--- config.mk ---
export PLATFORM = sky130hd
export DESIGN_NAME = ft_uart_tx
export DESIGN_NICKNAME = d
export VERILOG_FILES = /design/src/rtl/ft_uart_tx.sv
export SDC_FILE = /design/constraint.sdc
export NUM_CORES = 1
export LEC_CHECK = 0
export BUFFER_PORTS_ARGS = -buffer_cell sky130_fd_sc_hd__buf_4
export CORE_AREA = 2 2 67 69
export CTS_BUF_LIST = sky130_fd_sc_hd__clkbuf_8
export DETAILED_ROUTE_END_ITERATION = 10
export DIE_AREA = 0 0 69 71
export MAX_ROUTING_LAYER = met4
export PLACE_DENSITY = 0.54
export SYNTH_ARGS = -nofsm -noshare
export SYNTH_HDL_FRONTEND = slang
export SYNTH_SLANG_ARGS = --single-unit
--- constraint.sdc ---
create_clock -name clk -period 1.9 [get_ports clk]
set_input_delay 0.095 -clock clk [delete_from_list [all_inputs] [get_ports clk]]
set_output_delay 0.095 -clock clk [all_outputs]
set_load 0.03 [all_outputs]
--- src/rtl/ft_uart_tx.sv ---
// rtl/ft_uart_tx.sv - UART transmitter draining a show-ahead byte FIFO onto a serial line
module ft_uart_tx #(
  parameter int CLKS_PER_BIT = 434,
  parameter int DATA_W       = 8,
  parameter int PARITY       = 0,
  parameter int STOP_BITS    = 1
) (
  input  logic              clk,
  input  logic              rst_n,
  input  logic [DATA_W-1:0] fifo_d,
  input  logic              fifo_empty,
  output logic              fifo_r_en,
  output logic              tx,
  output logic              busy
);

  localparam int BAUD_W = (CLKS_PER_BIT > 1) ? $clog2(CLKS_PER_BIT) : 1;
  localparam int BIT_W  = $clog2(DATA_W + 1);

  localparam logic [BAUD_W-1:0] BAUD_LAST = BAUD_W'(CLKS_PER_BIT - 1);
  localparam logic [BIT_W-1:0]  BIT_LAST  = BIT_W'(DATA_W - 1);
  localparam logic [1:0]        STOP_LAST = 2'(STOP_BITS - 1);
  localparam logic              PAR_INV   = (PARITY == 2);
  localparam logic              HAS_PAR   = (PARITY != 0);

  typedef enum logic [2:0] {
    IDLE,
    START,
    DATA,
    PAR,
    STOP
  } state_t;

  state_t              state, state_nxt;
  logic [BAUD_W-1:0]   baud_cnt, baud_nxt;
  logic [BIT_W-1:0]    bit_cnt, bit_nxt;
  logic [1:0]          stop_cnt, stop_nxt;
  logic [DATA_W-1:0]   shreg, shreg_nxt;
  logic                par_bit, par_nxt;
  logic                tx_nxt, busy_nxt, r_en_nxt;
  logic                baud_last;

  always_ff @(posedge clk or negedge rst_n) begin
    if (!rst_n) begin
      state     <= IDLE;
      baud_cnt  <= '0;
      bit_cnt   <= '0;
      stop_cnt  <= '0;
      shreg     <= '0;
      par_bit   <= 1'b0;
      tx        <= 1'b1;
      busy      <= 1'b0;
      fifo_r_en <= 1'b0;
    end else begin
      state     <= state_nxt;
      baud_cnt  <= baud_nxt;
      bit_cnt   <= bit_nxt;
      stop_cnt  <= stop_nxt;
      shreg     <= shreg_nxt;
      par_bit   <= par_nxt;
      tx        <= tx_nxt;
      busy      <= busy_nxt;
      fifo_r_en <= r_en_nxt;
    end
  end

  // Outputs are computed one cycle ahead so tx/busy/fifo_r_en leave straight from flops.
  always_comb begin
    state_nxt = state;
    baud_nxt  = baud_cnt;
    bit_nxt   = bit_cnt;
    stop_nxt  = stop_cnt;
    shreg_nxt = shreg;
    par_nxt   = par_bit;
    tx_nxt    = tx;
    busy_nxt  = busy;
    r_en_nxt  = 1'b0;
    baud_last = (baud_cnt == BAUD_LAST);

    case (state)
      IDLE: begin
        tx_nxt   = 1'b1;
        busy_nxt = 1'b0;
        if (!fifo_empty) begin
          shreg_nxt = fifo_d;
          par_nxt   = (^fifo_d) ^ PAR_INV;
          r_en_nxt  = 1'b1;
          tx_nxt    = 1'b0;
          busy_nxt  = 1'b1;
          baud_nxt  = '0;
          state_nxt = START;
        end
      end

      START: begin
        baud_nxt = baud_last ? '0 : baud_cnt + 1'b1;
        if (baud_last) begin
          state_nxt = DATA;
          bit_nxt   = '0;
          tx_nxt    = shreg[0];
        end
      end

      DATA: begin
        baud_nxt = baud_last ? '0 : baud_cnt + 1'b1;
        if (baud_last) begin
          if (bit_cnt == BIT_LAST) begin
            bit_nxt = '0;
            if (HAS_PAR) begin
              state_nxt = PAR;
              tx_nxt    = par_bit;
            end else begin
              state_nxt = STOP;
              stop_nxt  = '0;
              tx_nxt    = 1'b1;
            end
          end else begin
            bit_nxt   = bit_cnt + 1'b1;
            shreg_nxt = shreg >> 1;
            tx_nxt    = shreg_nxt[0];
          end
        end
      end

      PAR: begin
        baud_nxt = baud_last ? '0 : baud_cnt + 1'b1;
        if (baud_last) begin
          state_nxt = STOP;
          stop_nxt  = '0;
          tx_nxt    = 1'b1;
        end
      end

      STOP: begin
        baud_nxt = baud_last ? '0 : baud_cnt + 1'b1;
        tx_nxt   = 1'b1;
        if (baud_last) begin
          if (stop_cnt == STOP_LAST) begin
            stop_nxt  = '0;
            busy_nxt  = 1'b0;
            state_nxt = IDLE;
          end else begin
            stop_nxt = stop_cnt + 1'b1;
          end
        end
      end

      default: begin
        state_nxt = IDLE;
        tx_nxt    = 1'b1;
        busy_nxt  = 1'b0;
      end
    endcase
  end

endmodule

==> metrics.log <==
INFO  metric cts-buffers-inserted = 5
INFO  metric critical_path_required = 2.07 ns
INFO  metric coreArea = 4204 um^2
INFO  metric chipWidth = 69 um
INFO  metric distinct_cell_type_count_of_the_synthesized_netlist = 46
INFO  metric drc_errors = 0
INFO  metric final_cell_area = 2014 um^2
INFO  metric finalCoreUtilization = 0.4792
INFO  metric cts_htree_levels = 2
INFO  metric number_of_antenna_violations_at_the_first_check_in_global_routing = 0
INFO  metric synth_compound_area_frac = 0.1865
INFO  metric final_cell_count_no_fill = 238
INFO  metric setup_slack_of_the_critical_path_after_layout = 0.09753 ns
INFO  metric insertion_delay = 0.29 ns
INFO  metric cp_data_arrival_time = 1.97 ns
INFO  metric timing.final.setup_violations = 0
INFO  metric cts.root.buffer_cell = sky130_fd_sc_hd__clkbuf_8
INFO  metric final_min_period_over_clock_period = 0.9487
INFO  metric design.die.area = 4899 um^2
INFO  metric outcome = finished, final reports clean
INFO  metric cts_buffer_depth = 2
INFO  metric die_y = 71 um
INFO  metric post-dp-hpwl = 2468 um
INFO  metric ys.flop_type = sky130_fd_sc_hd__dfrtp_1
INFO  metric syn_nets = 169
INFO  metric route.detailed.wl_per_inst = 14.29 um
INFO  metric reg2reg_setup_slack = 0.1 ns
INFO  metric synth.ff_latch_count = 29
INFO  metric grt_max_degree = 30
INFO  metric cts.clk_slew.worst_paths = 0.07 ns
INFO  metric end_kind = flop
INFO  metric vias_per_cell = 5.311
INFO  metric first_pass_grt_wire_length = 6237 um
INFO  metric timing.final.max_slew_violations = 0
INFO  metric whs = 0.01332 ns
INFO  metric setup_tns = 0 ns
INFO  metric synth_edf_count = 0
INFO  metric pin_slew_with_the_least_headroom_to_its_limit = 0.3752 ns
INFO  metric critPathLaunchType = flop
INFO  metric gp_congestion = 0.8839
INFO  metric hp-class = input pin to flop
INFO  metric design.portCount = 14
INFO  metric placement.io_buffers = 13
INFO  metric yosys.area.top_type_share = 0.4281
INFO  metric dp_cells = 227
INFO  metric synth_mux_area_frac = 0.1024
INFO  metric ys_top_cells_by_area = sky130_fd_sc_hd__dfrtp_1 43%, sky130_fd_sc_hd__mux2_2 9.6%, sky130_fd_sc_hd__o21ai_0 4.6%
INFO  metric tritoncts_num_sinks = 29
INFO  metric met3_usage = 0.05128
INFO  metric synth_largest_area_cell = sky130_fd_sc_hd__dfrtp_1
INFO  metric syn_area = 1637 um^2
INFO  metric drive_gt1_frac = 0.3495
INFO  metric use_met1 = 0.2004
INFO  metric tritoncts = yes
INFO  metric pwr_density_cell = 1177 nW/um^2
INFO  metric design_power_total = 2.370 mW
INFO  metric route.final.wire_length = 3402 um
INFO  metric drt_pre_antenna_iters = 4
INFO  metric ir_drop = 0.5310 mV
INFO  metric drt_iter0_drc = 112
INFO  metric antenna_cells_inserted = 0
INFO  metric postSynthAreaPerCell = 10.70 um^2
INFO  metric synth_to_layout_area_growth = 23.09%
INFO  metric synth_async_sr_flop_share = 1.000
INFO  metric via_count_of_the_first_global_routing_pass = 1333
INFO  metric yosys_warnings = 0
INFO  metric via_count = 1264
INFO  metric final_antenna_net_count = 0
INFO  metric p_leak = 0.8607 nW
INFO  metric timing.setup.critical_path_class = flop to flop
INFO  metric grt_use_total = 0.1666
INFO  metric final-hold-violation-count = 0
INFO  metric top_usage_layer = met2
INFO  metric initial_utilization = 0.3893
INFO  metric seq_area_frac_synth = 0.4442
INFO  metric critical_path_peak_fanout = 8
INFO  metric dp_worst_setup_slack = 0.01277 ns
INFO  metric maxClockFrequency = 554.8 MHz
INFO  metric slew_headroom = 0.7499
INFO  metric final_net_count = 201
INFO  metric largest_family_of_logic_cells_by_synthesized_area = compound AO/OA/AOI/OAI gates
INFO  metric max_cap_violations = 0
INFO  metric synth_adder_area_share = 0.03823
INFO  metric final.min_clock_period = 1.802 ns
INFO  metric placed_area = 1862 um^2
INFO  metric syn_inst = 153
INFO  metric num_rows = 24
INFO  metric synth_simple_gate_area_share = 0.1720
INFO  metric use_met2 = 0.2618
INFO  metric finClkSkew = 0.006248 ns
INFO  metric grt-ovfl-total = 0
INFO  metric synthXorXnorAreaFrac = 0.005352
what timing repair did:
item                       CTS  global route
pin swaps                    0             1
setup buffers                0             2
hold buffers                 1             0
setup endpoints to repair    7            11
hold endpoints to repair    28             0
gates resized for setup      1             4
worst max-delay path, cell delays in order (launching register included):
cell	delay, ns
sky130_fd_sc_hd__dfrtp_1	0.40
sky130_fd_sc_hd__ha_2	0.19
sky130_fd_sc_hd__and3b_1	0.20
sky130_fd_sc_hd__and2b_2	0.26
sky130_fd_sc_hd__a2bb2oi_4	0.27
sky130_fd_sc_hd__mux2_2	0.37
cell families (layout without fill, tap and decap cells):
family | after synthesis | count (layout)
buffers and inverters | 15 | 48
XOR/XNOR | 1 | 1
adder cells (fa/ha/maj) | 5 | 5
flip-flops | 29 | 29
multiplexers | 15 | 15
AO/OA/AOI/OAI | 43 | 43
AND/OR/NAND/NOR | 45 | 45
power breakdown:
part | total (mW) | switching (mW) | internal, mW
clock network | 0.685 | 0.259 | 0.426
registers | 0.974 | 0.150 | 0.824
logic | 0.711 | 0.339 | 0.372
cell usage after synthesis, types with 2 or more instances:
cell type                  count
sky130_fd_sc_hd__dfrtp_1      28
sky130_fd_sc_hd__o21ai_0      15
sky130_fd_sc_hd__mux2_2       14
sky130_fd_sc_hd__inv_1         9
sky130_fd_sc_hd__nand2_1       9
sky130_fd_sc_hd__a21oi_1       6
sky130_fd_sc_hd__nand3_1       6
sky130_fd_sc_hd__ha_1          5
sky130_fd_sc_hd__nor2_1        5
sky130_fd_sc_hd__a22o_1        4
sky130_fd_sc_hd__nor3_1        4
sky130_fd_sc_hd__a31oi_1       3
sky130_fd_sc_hd__buf_4         3
sky130_fd_sc_hd__nand2b_1      3
sky130_fd_sc_hd__nand4_1       3
sky130_fd_sc_hd__nor2b_1       3
sky130_fd_sc_hd__a21o_1        2
sky130_fd_sc_hd__buf_6         2
sky130_fd_sc_hd__o21a_1        2
registers in the layout, indices dropped and copies added, names as in the netlist:
name       flops
baud_cnt       9
bit_cnt        4
busy           1
fifo_r_en      1
shreg          8
state          3
stop_cnt       2
tx             1
cells in the final DEF (no fill, tap or decap), drive strengths merged, types with 2 or more instances in the layout:
cell,n
nor2,5
nor3,5
dfrtp,28
nor3b,2
nand3,6
nand2b,3
clkbuf,6
inv,9
a21oi,6
o21ai,15
nand2,9
a21o,2
mux2,14
a31oi,3
ha,5
o21a,2
a22o,4
buf,30
nor2b,3
nand4,3
a2bb2oi,2
area by class of cell:
type / count / area [um^2]
repair buffers: 31 / 235.2
clock buffers: 6 / 82.58
clock inverters: 2 / 37.54
well taps: 52 / 65.06
multi-input cells: 109 / 832.0
flip-flops and latches: 29 / 728.2
fillers: 406 / 2190
inverters: 9 / 33.78
path summary, 6_finish.rpt:
kind                       startpoint          to  cells past startpoint
hold / removal              fifo_d[7]    shreg[7]                      3
setup reg to reg           bit_cnt[1]    shreg[1]                      5
min in group asynchronous       rst_n  bit_cnt[2]                      2
hold reg to reg                    tx          tx                      2
max in group asynchronous       rst_n          tx                      2
setup / recovery           bit_cnt[1]    shreg[1]                      5
routing by layer:
| layer | wire length [um] | up-vias |
|---|---|---|
| met4 | 61 | 0 |
| met5 | 0 | - |
| met2 | 1691 | 13 |
| met1 | 1534 | 624 |
| li1 | - | 621 |
| met3 | 114 | 6 |
Power figures use the tool's default switching activity.
